File: config.mk
export PLATFORM = sky130hd
export DESIGN_NAME = external_interrupt_controller
export DESIGN_NICKNAME = d
export VERILOG_FILES = /design/src/rtl/external_interrupt_controller_pkg.sv /design/src/rtl/external_interrupt_controller_synchronizer.sv /design/src/rtl/external_interrupt_controller.sv
export SDC_FILE = /design/constraint.sdc
export NUM_CORES = 1
export LEC_CHECK = 0
export CAP_MARGIN = 30
export CORE_AREA = 2 2 39 41
export CTS_CLUSTER_DIAMETER = 200
export CTS_CLUSTER_SIZE = 16
export DETAILED_ROUTE_END_ITERATION = 10
export DIE_AREA = 0 0 41 43
export GPL_ROUTABILITY_DRIVEN = 0
export PLACE_DENSITY = 0.82
export SYNTH_ARGS = -nofsm -noshare
export SYNTH_HDL_FRONTEND = slang
export SYNTH_SLANG_ARGS = --single-unit
File: constraint.sdc
create_clock -name Sys_Clock -period 4.5 [get_ports Sys_Clock]
set_input_delay 1.125 -clock Sys_Clock [delete_from_list [all_inputs] [get_ports Sys_Clock]]
set_output_delay 1.125 -clock Sys_Clock [all_outputs]
set_load 0.01 [all_outputs]
File: src/rtl/external_interrupt_controller_pkg.sv
// Shared constants and FSM encoding for the external interrupt controller.
// Optional feature: EIC_INTMASK_EN adds the per-source Src_IntMask port to the top.
package external_interrupt_controller_pkg;

   localparam int unsigned NUM_SRC = 2;

   localparam logic TRUE  = 1'b1;
   localparam logic FALSE = 1'b0;

   typedef enum logic [1:0] {
      IDLE  = 2'd0,
      SETUP = 2'd1,
      REQ   = 2'd2,
      HOLD  = 2'd3
   } eic_state_t;

   // Lowest-numbered set bit wins, so source 0 has priority.
   function automatic logic first_set(input logic [NUM_SRC-1:0] v);
      first_set = 1'b0;
      for (int i = NUM_SRC - 1; i >= 0; i--) begin
         if (v[i]) begin
            first_set = i[0];
         end
      end
   endfunction

endpackage

File: src/rtl/external_interrupt_controller_synchronizer.sv
// Multi-flop synchronizer bringing an asynchronous level into the Sys_Clock domain.
module external_interrupt_controller_synchronizer #(
   parameter int unsigned STAGES = 2
) (
   input  logic i_clk,
   input  logic i_rst_n,
   input  logic i_d,
   output logic o_q
);

   logic [STAGES-1:0] r_sync;

   always_ff @(posedge i_clk or negedge i_rst_n) begin
      if (!i_rst_n) begin
         r_sync <= '0;
      end else begin
         r_sync <= {r_sync[STAGES-2:0], i_d};
      end
   end

   assign o_q = r_sync[STAGES-1];

endmodule

File: src/rtl/external_interrupt_controller.sv
// Edge-latched interrupt sources serviced one at a time over a toggle-ack handshake.
// Define EIC_INTMASK_EN to add Src_IntMask gating which pending bits are eligible.
module external_interrupt_controller
   import external_interrupt_controller_pkg::*;
#(
   parameter int unsigned SETUP_CYCLES = 2,
   parameter int unsigned GAP_CYCLES   = 3
) (
   input  logic               Sys_Clock,
   input  logic               Sys_Reset,
   input  logic [NUM_SRC-1:0] Src_IntReq,
`ifdef EIC_INTMASK_EN
   input  logic [NUM_SRC-1:0] Src_IntMask,
`endif
   input  logic               EIC_IntAck,
   output logic               EIC_IntReq,
   output logic               EIC_IntId,
   output logic [NUM_SRC-1:0] Eic_Pending,
   output logic               Eic_Busy
);

   localparam int unsigned CNT_MAX = (SETUP_CYCLES > GAP_CYCLES) ? SETUP_CYCLES : GAP_CYCLES;
   localparam int unsigned CNT_W   = (CNT_MAX > 1) ? $clog2(CNT_MAX) : 1;

   eic_state_t         r_state;
   logic [CNT_W-1:0]   r_cnt;
   logic               r_req;
   logic               r_id;
   logic [NUM_SRC-1:0] r_src_prev;
   logic [NUM_SRC-1:0] r_pending;
   logic               r_ack_prev;

   logic               w_ack_sync;
   logic               w_ack;
   logic [NUM_SRC-1:0] w_set;
   logic [NUM_SRC-1:0] w_clr;
   logic [NUM_SRC-1:0] w_eligible;

   external_interrupt_controller_synchronizer #(
      .STAGES (2)
   ) u_ack_sync (
      .i_clk   (Sys_Clock),
      .i_rst_n (Sys_Reset),
      .i_d     (EIC_IntAck),
      .o_q     (w_ack_sync)
   );

   // Any change of the synchronized level is one acknowledge.
   assign w_ack = w_ack_sync ^ r_ack_prev;
   assign w_set = Src_IntReq & ~r_src_prev;
   assign w_clr = (r_state == REQ && w_ack) ? (NUM_SRC'(1) << r_id) : '0;

`ifdef EIC_INTMASK_EN
   assign w_eligible = r_pending & Src_IntMask;
`else
   assign w_eligible = r_pending;
`endif

   always_ff @(posedge Sys_Clock or negedge Sys_Reset) begin
      if (!Sys_Reset) begin
         r_src_prev <= '0;
         r_pending  <= '0;
         r_ack_prev <= FALSE;
      end else begin
         r_src_prev <= Src_IntReq;
         // A new edge on the bit being cleared keeps it pending.
         r_pending  <= (r_pending & ~w_clr) | w_set;
         r_ack_prev <= w_ack_sync;
      end
   end

   always_ff @(posedge Sys_Clock or negedge Sys_Reset) begin
      if (!Sys_Reset) begin
         r_state <= IDLE;
         r_cnt   <= '0;
         r_req   <= FALSE;
         r_id    <= 1'b0;
      end else begin
         case (r_state)
            IDLE: begin
               if (|w_eligible) begin
                  r_state <= SETUP;
                  r_id    <= first_set(w_eligible);
                  r_cnt   <= '0;
               end
            end
            SETUP: begin
               if (r_cnt == CNT_W'(SETUP_CYCLES - 1)) begin
                  r_state <= REQ;
                  r_req   <= TRUE;
               end else begin
                  r_cnt <= r_cnt + CNT_W'(1);
               end
            end
            REQ: begin
               if (w_ack) begin
                  r_state <= HOLD;
                  r_req   <= FALSE;
                  r_cnt   <= '0;
               end
            end
            HOLD: begin
               if (r_cnt == CNT_W'(GAP_CYCLES - 1)) begin
                  r_state <= IDLE;
               end else begin
                  r_cnt <= r_cnt + CNT_W'(1);
               end
            end
            default: begin
               r_state <= IDLE;
               r_req   <= FALSE;
            end
         endcase
      end
   end

   assign EIC_IntReq  = r_req;
   assign EIC_IntId   = r_id;
   assign Eic_Pending = r_pending;
   assign Eic_Busy    = (r_state != IDLE);

endmodule

==> impl_metrics.ini, run 1 <==
[synthesis]
yosys.area_share.adder = 0.174
syn_area_per_cell_um2 = 11.2
synth_area_um2 = 647
synth_seq_cells = 13
yosys_warnings = 0
synth_top_area_cell = dfrtp_1
synth_xor_area_frac = 0.0271
synth_top_family_by_area = adder cells
yosysTopAreaCellShare = 0.503
yosysUniqueCellTypes = 17
muxShareOfSynthArea = 0.0696
synth_compound_area_frac = 0.101
yosys.area_share.simple = 0.0793
synthCells = 58
syn_nets = 72
yosysSeqAreaShare = 0.503
synth.area.top_cells = dfrtp_1 50%, ha_1 17%, mux2i_1 4.6%

[sta]
worst_slew_margin_rel = 0.622
worst_slack_ps = 1700
fin_setup_tns_ps = 0
post-route-min-period_ps = 2800
setup_viol = 0
timing.final.crit_share = 0.622
slew_violations = 0
tightest_slew_ps = 565
hold_viol = 0
clock_skew_ps = 4.39
max_freq_mhz = 357
rsz0062_at_grt = false

[grt]
grt_pass1_wl_mm = 1.74
overflow = 0
antenna_found_initial = 0
grt_pass1_vias = 450
grt_util_all_layers = 0.145
grt_max_degree = 14

[clock_tree]
cts_tree = yes
cts_resized = 0
numCtsBuffers = 3
insertion_delay_ps = 270
cts_hold_buf = 0
clock-sinks = 13
clock-root-buffer = clkbuf_4
clock_path_buffers = 2
cts.clk_slew.worst_paths_ps = 80
cts_setup_buffers = 0
htreeDepth = 1

[floorplanning]
dieArea_um2 = 1760
coreArea_um2 = 1380
io_pins = 10
rows = 14
die_w_um = 41
initial_utilization = 0.467
fp.dieH_um = 43

[placed_design]
dp_hpwl_um = 763
dpl_cell_area_um2 = 757
io_buffers = 9
pre_cts_ws_ps = 1980

[routing]
num_vias = 422
drt_iter0_drc = 0
ant_nets = 0
wl_per_cell_um = 10.7
drc = 0
viasPerCell = 4.85
wl_um = 928
first_pass_iters = 1

[power]
irDropWorstVdd_v = 0.000307
leakagePower_nw = 0.383
cellPowerDensity_nw_per_um2 = 635

[worst_setup_path]
critPathArrivalTime_ps = 1680
cp-end-kind = output pin
cp_common_cell = inv_1
max_stage_delay_ps = 530
crit_fanout = 5
crit_buf_inv = 3
crit_family = buffers and inverters
cp-start-kind = register
crit_required_ps = 3380
crit_type = register to output pin
crit_path_top_delay_cell = clkdlybuf4s50_1
cp_cell_sequence = inv_1, ha_1, inv_1, clkdlybuf4s50_1

[final_layout]
fin_area_um2 = 785
finalNetCount = 86
syn_to_final_growth_pct = 21.3
drive_above_1_share = 0.113
diodes = 0

[job]
maxCapViolCount = 0

[status]
outcome = complete, no violations

[min_path]
hold_path.class = register to register
==> where the power goes <==
group          switching [mW]  total (mW)  internal (mW)
registers              0.0331       0.187          0.154
logic                   0.114       0.242          0.127
clock network          0.0366      0.0695         0.0329
==> flip-flops by register name (all words and copies together), names as in the netlist <==
register / cells
EIC_IntId: 1
EIC_IntReq: 1
r_state: 2
r_src_prev: 2
r_ack_prev: 1
r_cnt: 2
u_ack_sync.r_sync: 2
Eic_Pending: 2
==> path summary, 6_finish.rpt <==
check	to	slack, ps	depth (start not counted)	startpoint
min reg2reg	u_ack_sync.r_sync[1]	360	0	u_ack_sync.r_sync[0]
max in group asynchronous	r_state[0]	2920	1	Sys_Reset
min	u_ack_sync.r_sync[1]	360	0	u_ack_sync.r_sync[0]
min in group asynchronous	EIC_IntId	1210	1	Sys_Reset
max reg2reg	r_state[1]	2970	6	r_state[1]
max	Eic_Busy	1700	4	r_state[0]
==> cell type report <==
| cell class | count | area [um2] |
|---|---|---|
| clock inverter | 1 | 5.00 |
| fill | 116 | 599 |
| clock buffer | 3 | 22.5 |
| inverter | 8 | 30.0 |
| tap | 16 | 20.0 |
| multi-input combinational | 37 | 292 |
| timing repair buffer | 9 | 90.1 |
| sequential | 13 | 325 |
==> worst reg2reg max path: cells and delay by family, from the launching register on <==
family                   cells  cell delay [ps]
flip-flops                   1              420
AO/OA/AOI/OAI                1              140
buffers and inverters        1              120
multiplexers                 1              300
adder cells (fa/ha/maj)      1              200
AND/OR/NAND/NOR              2              230
==> logic make-up (layout without fill, tap and decap cells) <==
| logic type | count (synthesis) | in the layout |
|---|---|---|
| AND/OR/NAND/NOR | 11 | 11 |
| flip-flops | 13 | 13 |
| AO/OA/AOI/OAI | 11 | 11 |
| multiplexers | 4 | 4 |
| adder cells (fa/ha/maj) | 9 | 9 |
| buffers and inverters | 8 | 21 |
| XOR/XNOR | 2 | 2 |
==> routing by layer <==
metal,track usage,vias to the layer above,share of wire
met5,0,-,0
met4,0.0800,0,0.022
met3,0.0157,2,0.050
met2,0.231,12,0.50
met1,0.182,192,0.43
li1,-,216,-
==> metrics by stage <==
step | hold WS (ps) | std cells | total power, mW | util
floorplan | 331 | 58 | 0.350 | -
detailed placement | 338 | 83 | 0.435 | 0.547
CTS | 357 | 87 | 0.507 | 0.567
finish | 360 | 87 | 0.498 | 0.567
global route | 376 | 87 | 0.547 | 0.567
global placement | 334 | 83 | 0.429 | 0.547
==> synth_stat cells, drive strengths merged <==
master  number
o21ai        5
nand2        6
dfrtp       13
ha           9
and3         1
a22oi        1
mux2         1
mux2i        3
nand3        1
o21bai       1
nor2b        1
nor2         2
inv          8
xnor2        1
a21oi        4
xor2         1
==> cell usage in the layout (no fill, tap or decap) <==
cell type,synthesis,routed
nand2_1,5,5
a21oi_1,4,4
nor2b_1,1,1
xnor2_1,1,1
inv_1,8,8
a22oi_2,1,1
xor2_1,1,1
mux2_4,1,1
nor2_1,2,2
dfrtp_1,13,13
nand2_2,1,1
clkdlybuf4s50_1,0,9
o21bai_1,1,1
clkinv_2,0,1
and3_2,1,1
o21ai_0,5,5
mux2i_1,3,3
ha_1,9,9
clkbuf_4,0,3
nand3_1,1,1
(Power assumes the default switching activity.)
==> run 2: changes to the inputs <==
--- a/config.mk
+++ b/config.mk
@@ -6,13 +6,13 @@
 export NUM_CORES = 1
 export LEC_CHECK = 0
 export CAP_MARGIN = 30
-export CORE_AREA = 2 2 39 41
+export CORE_MARGIN = 2
+export CORE_UTILIZATION = 45
 export CTS_CLUSTER_DIAMETER = 200
 export CTS_CLUSTER_SIZE = 16
 export DETAILED_ROUTE_END_ITERATION = 10
-export DIE_AREA = 0 0 41 43
 export GPL_ROUTABILITY_DRIVEN = 0
-export PLACE_DENSITY = 0.82
+export PLACE_DENSITY = 0.8
 export SYNTH_ARGS = -nofsm -noshare
 export SYNTH_HDL_FRONTEND = slang
 export SYNTH_SLANG_ARGS = --single-unit
==> constraint.sdc (replaced) <==
create_clock -name Sys_Clock -period 2.3 [get_ports Sys_Clock]
set_input_delay 0.575 -clock Sys_Clock [delete_from_list [all_inputs] [get_ports Sys_Clock]]
set_output_delay 0.575 -clock Sys_Clock [all_outputs]
set_load 0.01 [all_outputs]
==> run 2 against run 1 <==
Global-route usage decreased by 0.61 points. Total power increased by 100%. Combinational power increased by 110%. Largest cell class unchanged. First-iteration DRC count increased by 3.
==> impl_metrics.ini, run 2 (same netlist as run 1, synthesis figures left out) <==
[status]
outcome = complete, no violations

[power]
leakagePower_nw = 0.383
irDropWorstVdd_v = 0.000835
cellPowerDensity_nw_per_um2 = 1270

[routing]
wl_mm = 1.02
drc = 0
wl_per_cell_um = 11.7
ant_nets = 0
drt_iter0_drc = 3
first_pass_iters = 2
num_vias = 433
viasPerCell = 4.98

[final_layout]
layout_common_cells = 12 x dfrtp_1, 9 x clkdlybuf4s50_1, 8 x inv_1, 8 x ha_1
finalNetCount = 87
drive_above_1_share = 0.139
final_common_cell = dfrtp_1
final_util = 0.602
fin_cells = 87
fillCellCount = 113
multi_input_area_um2 = 294
final-seq-area_um2 = 327
syn_to_final_growth_pct = 22.6
diodes = 0

[floorplanning]
rows = 13
dieArea_um2 = 1760
fp.dieH_um = 41.9
coreArea_um2 = 1320
die_w_um = 41.9
initial_utilization = 0.491
io_pins = 10

[clock_tree]
htreeDepth = 1
insertion_delay_ps = 260
numCtsBuffers = 3
cts_hold_buf = 0
cts_tree = yes
clock-root-buffer = clkbuf_4
cts.clk_slew.worst_paths_ps = 80
clock_path_buffers = 2
clock-sinks = 13

[sta]
hold_viol = 0
worst_slew_margin_rel = 0.617
tightest_slew_ps = 572
max_freq_mhz = 460
timing.final.crit_share = 0.946
fin_setup_tns_ps = 0
setup_viol = 0
clock_skew_ps = 0.956
post-route-min-period_ps = 2170
rsz0062_at_grt = false
slew_violations = 0

[worst_setup_path]
cp-start-kind = register
crit_required_ps = 1730
crit_fanout = 5
critPathArrivalTime_ps = 1600
cp-end-kind = output pin
crit_type = register to output pin

[grt]
antenna_found_initial = 0
grt_pass1_wl_mm = 1.89
grt_max_degree = 14
grt_util_all_layers = 0.139
grt_pass1_vias = 436
overflow = 0

[placed_design]
io_buffers = 9
dp.cells = 82
dp_hpwl_um = 790

[job]
maxCapViolCount = 0

[min_path]
hold_path.class = register to register
-- run 2: cell types whose count changed in the layout (fill, tap and decap cells not counted) --
cell and delta:
dfrtp_1 -1, dfrtp_2 +1, ha_1 -1, buf_4 +1
ha_2 +1, clkinv_2 -1, clkbuf_1 +1
-- run 2: what timing repair did --
action | CTS | global route
endpoints found under the setup margin | 0 | 1
setup buffers | 0 | 1
gates resized for setup | 0 | 2
-- run 2: metal layers --
metal  vias to the layer above  routed length, um  global-route usage
li1                        216                  -                   -
met1                       208                464               0.179
met4                         0                  0              0.0194
met5                         -                  0                   0
met2                         9                518               0.234
met3                         0                 38              0.0435
-- run 2: path summary, 6_finish.rpt --
path / from / to / slack [ps] / depth (start not counted)
max: r_state[1] / Eic_Busy / 130 / 4
min: u_ack_sync.r_sync[0] / u_ack_sync.r_sync[1] / 350 / 0
max reg2reg: r_state[0] / r_state[1] / 760 / 6
min reg2reg: u_ack_sync.r_sync[0] / u_ack_sync.r_sync[1] / 350 / 0
max in group asynchronous: Sys_Reset / r_state[1] / 1220 / 1
min in group asynchronous: Sys_Reset / r_src_prev[1] / 670 / 1
-- run 2: cell type report --
type                       count  area share
sequential                    13       0.412
multi-input combinational     37       0.371
inverter                       8      0.0379
tap                           15      0.0237
timing repair buffer          10       0.123
clock buffer                   4      0.0331
-- run 2: where the power goes --
| part | leakage [nW] | total [mW] | internal, mW | switching [mW] |
|---|---|---|---|---|
| Sequential | 0.148 | 0.366 | 0.303 | 0.0627 |
| Combinational | 0.219 | 0.502 | 0.264 | 0.239 |
| Clock | 0.0150 | 0.136 | 0.0669 | 0.0687 |
-- run 2: worst max-delay path, stage by stage (launching register included) --
cell and delay, ps:
dfrtp_2 440, inv_1 130, ha_2 240, inv_1 50
clkdlybuf4s50_1 470
-- run 2: metrics by stage --
step	power (mW)	setup slack [ps]	cell area [um2]	hold WS [ps]
5_1_grt	1.10	7.93	793	364
3_3_place_gp	0.842	371	756	332
4_1_cts	0.993	22.2	782	356
6_report	1.00	125	793	353
3_5_place_dp	0.853	330	756	338
2_1_floorplan	0.685	887	647	279
==> RTL change 1 (flow settings as in run 2) <==
Add a define of `EIC_INTMASK_EN`.
--- a/src/rtl/external_interrupt_controller.sv
+++ b/src/rtl/external_interrupt_controller.sv
@@ -1,5 +1,7 @@
 // Edge-latched interrupt sources serviced one at a time over a toggle-ack handshake.
 // Define EIC_INTMASK_EN to add Src_IntMask gating which pending bits are eligible.
+`define EIC_INTMASK_EN
+
 module external_interrupt_controller
    import external_interrupt_controller_pkg::*;
 #(
Interface: changed (added Src_IntMask); port bits go from 10 to 12. No check against the original RTL was run, so the function may have changed too.
==> RTL change 1 against run 2 <==
Largest power group unchanged; sequential cell count stayed put; clock skew about the same; combinational power increased by 8.6%; final cell count is the same; power up 4.5%; largest cell class unchanged; routed wire length increased by 7.8%; worst setup slack worse by 0.047 ns; synthesized area did not move; final area increased by 3.3%.
==> RTL change 1: results (changes against run 2) <==
Placed Cells - 81 (-1.2%)
M1 wire length - 516 um (+11%)
GRT Total Usage - 14.2% (+0.33 points)
Top delay family on crit path - buffers and inverters
WL/cell - 12.7 um (+7.8%)
met2 WL post-DR - 501 um (-3.3%)
Sw Share - 37.5% (+0.68 points)
Fin Clk Skew - 0.00120 ns (+0.000247 ns)
clock group power - 141 uW (+4%)
YS warnings - 0 (unchanged)
R2R depth - 6 (unchanged)
Root Driver - clkbuf_4
CP endpoint - Eic_Busy
Crit Reg-Reg Endpoint - r_state[1]
hold_ws - 0.353 ns (-0.000380 ns)
CTS max path bufs - 2 (unchanged)
Reg2Reg Setup Slack - 0.59 ns (-0.17 ns)
Syn Area/Cell - 11.8 um2 (+5.5%)
worst-path fanout max - 5 (unchanged)
max incr delay on CP - 0.54 ns (+0.07 ns)
# diodes - 0 (unchanged)
layout cell share with drive strength beyond 1 - 13.9% (unchanged)
Flop pwr share - 34.6% (-1.9 points)
placed wire-length estimate - 819 um (+3.6%)
dpl cell area - 776 um2 (+2.6%)
post-synthesis sequential area ratio - 50.3% (unchanged)
global-route wire length before repair - 1840 um (-2.5%)
Via Count - 459 (+6.0%)
initial antenna violation count - 0 (unchanged)
hold-critical path endpoint - u_ack_sync.r_sync[1]
met3 wire len - 55 um (+45%)
crit path launch type - flop
Worst-path clk slew - 0.08 ns (about the same)
initial drt markers - 4 (+1)
status - completed
Nets - 89 (+2.3%)
H-Tree Depth - 1 (unchanged)
static leakage - 0.000399 uW (+4.2%)
cts bufs inserted - 3 (unchanged)
worst vdd ir - 0.608 mV (-27%)
most common flop cell mapped by yosys - dfrtp_1
pre-CTS setup slack - 0.341 ns (+0.0110 ns)
fillers - 112 (-0.88%)
I/O Buffers - 11 (+2)
total wire length - 1100 um (+7.8%)
Worst Hold Depth - 0 (unchanged)
Post-synth top cells - 13 x dfrtp_1, 9 x ha_1, 7 x inv_1
Worst Path Arrival - 1.65 ns (+0.05 ns)
synth top area cells - dfrtp_1 50%, ha_1 17%, mux2i_1 4.6%
largest net degree at the start of global routing - 14 (unchanged)
highest routed metal layer - met4
min-delay src - u_ack_sync.r_sync[0]
Synth Net Count - 71 (-1.4%)
Slew @ Worst Pin - 0.576 ns (+0.00360 ns)
number of global-route vias before repair - 441 (+1.1%)
synth unique cells - 20 (+3)
router iterations before antenna repair - 4 (+2)
[RTL change 1: repair_timing]
item                                    CTS  global route
endpoints found under the setup margin    0             1
setup buffers                             0             2
resized for setup                         0             1
[RTL change 1: logic make-up after synthesis]
logic type / after synthesis / synth area share, %
XOR/XNOR: 2 / 2.71
AND/OR/NAND/NOR: 9 / 7.16
AO/OA/AOI/OAI: 11 / 11.4
adder cells (fa/ha/maj): 9 / 17.4
buffers and inverters: 7 / 4.06
flip-flops: 13 / 50.3
multiplexers: 4 / 6.96
[RTL change 1: routing by layer]
metal / up-vias / GRT usage [%]
li1: 219 / -
met1: 222 / 19.7
met2: 14 / 20.6
met3: 4 / 3.04
met4: 0 / 7.74
met5: - / 0
[RTL change 1: layout make-up]
type	count	area (um2)	area share, %
well taps	15	18.8	2.29
repair buffers	13	125	15.3
clock buffers	3	22.5	2.75
clock inverters	1	5.00	0.611
flip-flops and latches	13	327	39.8
inverters	7	26.3	3.21
multi-input cells	35	295	36.0
==> RTL change 2 (settings of run 2) <==
Made on the original files. Encoding of `eic_state_t`: now one-hot (4 bits for 4 states).
--- a/src/rtl/external_interrupt_controller_pkg.sv
+++ b/src/rtl/external_interrupt_controller_pkg.sv
@@ -7,11 +7,11 @@
    localparam logic TRUE  = 1'b1;
    localparam logic FALSE = 1'b0;
 
-   typedef enum logic [1:0] {
-      IDLE  = 2'd0,
-      SETUP = 2'd1,
-      REQ   = 2'd2,
-      HOLD  = 2'd3
+   typedef enum logic [3:0] {
+      IDLE  = 4'b0001,
+      SETUP = 4'b0010,
+      REQ   = 4'b0100,
+      HOLD  = 4'b1000
    } eic_state_t;
 
    // Lowest-numbered set bit wins, so source 0 has priority.
Check against the original RTL: same outputs for any inputs over 10 cycles, from zero or initial values and one cycle with Sys_Reset low; not proved beyond that.
==> RTL change 2 against run 2 <==
Routed wire length is 35% higher; worst setup slack worse by 0.042 ns; sequential power is 6.6% higher; register-to-register slack worse by 0.27 ns; sequential cell count is 2 higher; highest routed layer is now met4; synthesized area is 21% higher; final area is 17% higher; power is 7.6% higher.
==> RTL change 2: results (changes against run 2) <==
layout cell share with drive strength beyond 1 - 17.2% (+3.4 points)
met1 track demand over resource - 22.0% (+4.1 points)
Via-to-Cell Ratio - 5.63 (+13%)
met3 wire len - 44 um (+16%)
Worst Path Arrival - 1.64 ns (+0.04 ns)
met2 WL post-DR - 612 um (+18%)
post-synthesis sequential area ratio - 48.1% (-2.2 points)
GR Layer Usage met2 - 20.6% (-2.9 points)
static leakage - 0.000392 uW (+2.5%)
Post-CTS Setup Repair Bufs - 1 (+1)
grt met3 use - 2.78% (-1.6 points)
Synth Net Count - 80 (+11%)
initial drt markers - 7 (+4)
hold_ws - 0.352 ns (-0.000697 ns)
Crit Reg-Reg Endpoint - r_cnt[0]
status - completed
worst vdd ir - 0.534 mV (-36%)
max incr delay on CP - 0.55 ns (+0.08 ns)
Fin Clk Skew - 0.00369 ns (+0.00273 ns)
Post-synth top cells - 14 x dfrtp_1, 8 x inv_1, 5 x nor2_1, 5 x o21ai_0
placed wire-length estimate - 997 um (+26%)
R2R depth - 5 (-1)
synth unique cells - 33 (+16)
largest net degree at the start of global routing - 16 (+2)
PostCTS Resize Cnt - 1 (+1)
synth top area cells - dfrtp_1 45%, inv_1 3.8%, dfstp_2 3.4%
Slowest-stage cell, CP - dfstp_2
## RTL change 2: cell count changes after synthesis, sizes merged, moves of 2 or more
cell,before,now
ha,9,2
o311ai,0,2
nor3b,0,2
nand2b,0,3
nand2,6,3
nor3,0,2
a21oi,4,2
nor4b,0,2
mux2i,3,1
nor2,2,5
a31oi,0,2
xnor2,1,3
buf,0,4
## RTL change 2: logic make-up after synthesis
group | after synthesis | synth area share (%)
compound gates | 18 | 16.5
xor+xnor | 4 | 4.47
fa+ha+maj | 2 | 3.19
buf+inv | 12 | 7.51
flops | 15 | 48.1
mux | 2 | 3.19
simple gates | 20 | 17.1
## RTL change 2: layout make-up
cell class              count  area (um2)  share of cell area, %
clock buffers               4        26.3                   2.82
flip-flops and latches     15         378                   40.6
repair buffers             14         128                   13.7
inverters                   8        30.0                   3.23
multi-input cells          46         348                   37.4
well taps                  17        21.3                   2.28
## RTL change 2: stage by stage
stage                     cells  instance area, um2  setup TNS, ns  setup WS (ns)
after floorplan              73                 783              0          0.640
after global placement       98                 888              0          0.301
after detailed placement     98                 888              0          0.256
after CTS                   103                 923              0         0.0303
after global routing        104                 931        -0.0488        -0.0488
final                       104                 931              0         0.0830
## RTL change 2: how the worst max path moves through the flow
stage	from	to	slack, ns
after floorplan	r_state[0]	r_cnt[0]	0.64
after global placement	r_state[0]	Eic_Busy	0.30
after detailed placement	r_state[0]	Eic_Busy	0.26
after CTS	r_state[1]	Eic_Busy	0.03
after global routing	r_state[0]	Eic_Busy	-0.05
final	r_state[0]	Eic_Busy	0.08
## RTL change 2: power by group
part           internal, uW  switching (uW)  total [uW]
clock                  67.2            78.4         146
combinational           283             261         544
sequential              335            55.3         390
